<file path="config.mk">
export PLATFORM = sky130hd
export DESIGN_NAME = nano_v_registers
export DESIGN_NICKNAME = d
export VERILOG_FILES = /design/src/rtl/nano_v_registers.sv
export SDC_FILE = /design/constraint.sdc
export NUM_CORES = 1
export LEC_CHECK = 0
export ABC_AREA = 1
export CAP_MARGIN = 0
export CORE_MARGIN = 2
export CORE_UTILIZATION = 50
export CTS_CLUSTER_DIAMETER = 80
export DETAILED_ROUTE_END_ITERATION = 10
export PLACE_DENSITY = 0.64
export REMOVE_ABC_BUFFERS = 1
export SETUP_SLACK_MARGIN = 0.4
export SYNTH_ARGS = -nofsm -noshare
export SYNTH_HDL_FRONTEND = slang
export SYNTH_SLANG_ARGS = --single-unit
</file>
<file path="constraint.sdc">
create_clock -name clk -period 20.5 [get_ports clk]
set_clock_uncertainty 0.15 [all_clocks]
set_input_delay 3.075 -clock clk [delete_from_list [all_inputs] [get_ports clk]]
set_output_delay 3.075 -clock clk [all_outputs]
set_load 0.005 [all_outputs]
</file>
<file path="src/rtl/nano_v_registers.sv">
// rtl/nano_v_registers.sv - bit-serial RV32E register file, x1..x15 rotating LSB-first
// x0 has no storage; a stall flop loaded from pause gates every rotation and write.
module nano_v_registers (
  input  logic       clk,
  input  logic       rstn,
  input  logic       pause,
  input  logic       wr_en,
  input  logic [3:0] rs1,
  input  logic [3:0] rs2,
  input  logic [3:0] rd,
  output logic       data_rs1,
  output logic       data_rs2,
  input  logic       data_rd
);

  logic [31:0] regs_q [1:15];
  logic [31:0] regs_d [1:15];
  logic        stall_q;
  logic [15:0] lsb;

  // rstn is an active-high asynchronous reset despite its name.
  always_ff @(posedge clk or posedge rstn) begin
    if (rstn) begin
      stall_q <= 1'b1;
      for (int i = 1; i < 16; i++) begin
        regs_q[i] <= '0;
      end
    end else begin
      stall_q <= pause;
      for (int i = 1; i < 16; i++) begin
        regs_q[i] <= regs_d[i];
      end
    end
  end

  always_comb begin
    for (int i = 1; i < 16; i++) begin
      regs_d[i] = regs_q[i];
      if (!stall_q) begin
        regs_d[i] = {regs_q[i][0], regs_q[i][31:1]};
        if (wr_en && (rd == 4'(i))) begin
          regs_d[i][31] = data_rd;
        end
      end
    end
  end

  // Current LSB of every register, with slot 0 tied low for x0.
  always_comb begin
    lsb[0] = 1'b0;
    for (int i = 1; i < 16; i++) begin
      lsb[i] = regs_q[i][0];
    end
  end

  assign data_rs1 = lsb[rs1];
  assign data_rs2 = lsb[rs2];

endmodule

</file>
==> reports/metrics.csv <==
metric,value,unit
period utilization,0.393,
Layout Utilization,0.560,
clk sinks,481,
CP Max Fanout,9,
syn avg cell area,8.72,sq um
wire length of the first global-routing pass,60800,um
Pwr Density,104,nW/um^2
H-Tree Depth,2,
Worst Max-Slew Pin Slew,1.16,ns
overall die height,198,um
hpwl dp,18600,um
maximum clock path buffer count,3,
placed cell area,18900,sq um
Slew HR,0.227,
Layout fillers,3312,
Worst-path clk slew,0.06,ns
Placed Cells,2535,
WL final,34400,um
Max Cap Viol,0,
Core Rows,70,
die area,39000,sq um
area delta synth->final,10.0,%
initial antenna violation count,0,
share of the synthesized area in the top cell type,0.642,
Nets,2135,
Netlist Area Pre-Place,18700,sq um
largest cells by area after synthesis,"dfrtp_1 64%, nand2_1 28%, buf_4 1.8%",
count of final max-slew check failures,0,
Final Setup Violations,0,
share of cells above drive strength 1,0.0459,
Hold Crit Class,flip-flop to flip-flop,
most frequent cells in the layout,"1409 x nand2_1, 480 x dfrtp_1, 51 x clkbuf_16",
Worst setup SP type,input pin,
crit end category,output port,
gp weighted congestion,0.834,
fmax,124,MHz
post-synthesis register bit count,481,
I/O Pins,19,
vias in the first global route,12900,
"Seq/Total Area, Yosys",0.643,
outcome,"complete, no violations",
latest clock arrival within the worst-skew pair,0.57,ns
Post CTS Setup Buffer Count,0,
synth warn,0,
DR DRC count,0,
largest net degree at the start of global routing,259,
Final Hold Viols,0,
Die W,198,um
Initial Util,0.509,
Resize count post-CTS,0,
Root Buffer,clkbuf_16,
Crit path required time,17.28,ns
via count,12900,
CP Class,input pin to output port,
First-pass DRT Iterations,7,
setup tns final,0,ns
routed vias/inst,4.91,
largest area contributor in the netlist,dfrtp_1,
Netlist cell types,19,
RSZ-0062 raised after global routing,no,
number of antenna diodes,0,
Core Box Area,36800,sq um
port bufs,18,
fin area,20600,sq um
total track usage,0.188,
fin cells,2624,
GRT overflow,0,
Max IR drop VDD,0.0000822,V
"commonest non-fill, non-tap cell in the layout",nand2_1,
Critical Path AT,4.83,ns
Leak Pwr,11.7,nW
Routed Antenna Nets,0,
synthesized instance count,2148,
WL/cell,13.1,um
"Hold-fix buffers, CTS",0,
Final min period,8.05,ns
DR iter-0 viols,1029,
total clock buffers created by CTS,49,
TritonCTS clock tree,done,
==> cell families after synthesis <==
logic type	share of synthesized area
AOI/OAI and AO/OA	0.0122
buffers and inverters	0.0461
and+or+nand+nor	0.299
DFF	0.643
==> flip-flops by register name, summed over array words and instances (netlist names) <==
signal   count
lsb         15
regs_q     465
stall_q      1
==> worst max-delay path, stage by stage <==
cell and delay [ns]:
clkdlybuf4s50_1 0.64, inv_1 0.18, nand2_1 0.09, nand3_1 0.09, nand3_1 0.10, nand3_1 0.08
nand2_1 0.07, clkdlybuf4s50_1 0.49
==> final timing paths <==
check                                              from                 endpoint  slack, ns  depth (start not counted)
worst max register to register        stall_q$_DFF_PP1_  regs_q[420]$_DFFE_PP0N_      16.13                          5
worst max-delay path                             rs1[0]                 data_rs1      12.45                          8
max in group asynchronous                          rstn  regs_q[201]$_DFFE_PP0N_      14.44                          5
worst min-delay path            regs_q[238]$_DFFE_PP0N_  regs_q[237]$_DFFE_PP0N_       0.31                          2
worst min register to register  regs_q[238]$_DFFE_PP0N_  regs_q[237]$_DFFE_PP0N_       0.31                          2
min in group asynchronous                          rstn  regs_q[341]$_DFFE_PP0N_       2.86                          2
==> power by group <==
group / switching [mW] / total, mW / leakage [nW] / internal [mW]
sequential: 0.0488 / 1.09 / 6.65 / 1.04
combinational: 0.0969 / 0.143 / 4.24 / 0.0457
clock: 0.361 / 0.919 / 0.839 / 0.559
total: 0.506 / 2.15 / 11.7 / 1.64
==> routing by layer <==
metal / vias to the layer above / GRT usage / wire [um]
li1: 6426 / - / -
met5: - / 0 / 0
met2: 166 / 0.299 / 15500
met1: 6223 / 0.265 / 16900
met4: 0 / 0.0510 / 669
met3: 59 / 0.0364 / 1340
==> area by class of cell <==
cell class	instances	area (sq um)	share of cell area
Sequential cell	481	12000	0.585
Multi-Input combinational cell	1513	5820	0.283
Clock buffer	74	1510	0.0734
Tap cell	468	586	0.0284
Timing Repair Buffer	29	263	0.0128
Inverter	44	189	0.00917
Clock inverter	15	188	0.00911
==> Yosys cell counts <==
| library cell | instances |
|---|---|
| o22ai_1 | 7 |
| dfstp_2 | 1 |
| nor2_1 | 10 |
| o21ai_1 | 9 |
| inv_1 | 43 |
| nor3_1 | 1 |
| nand2_2 | 2 |
| nand2_1 | 1409 |
| dfrtp_1 | 480 |
| clkbuf_1 | 1 |
| nor2_2 | 2 |
| o21ai_0 | 28 |
| nand3_1 | 37 |
| buf_6 | 5 |
| buf_2 | 57 |
| buf_4 | 46 |
| clkbuf_2 | 1 |
| nand4_1 | 8 |
| inv_4 | 1 |
==> metrics by stage <==
step,power [mW],hold WS (ns),worst slack (ns)
floorplan,1.20,0.292,3.86
global placement,1.24,0.300,12.59
detailed placement,1.25,0.303,12.50
CTS,2.18,0.305,12.48
global route,2.25,0.334,12.27
finish,2.15,0.308,12.45
No activity file was read; power rests on OpenSTA's default activity.
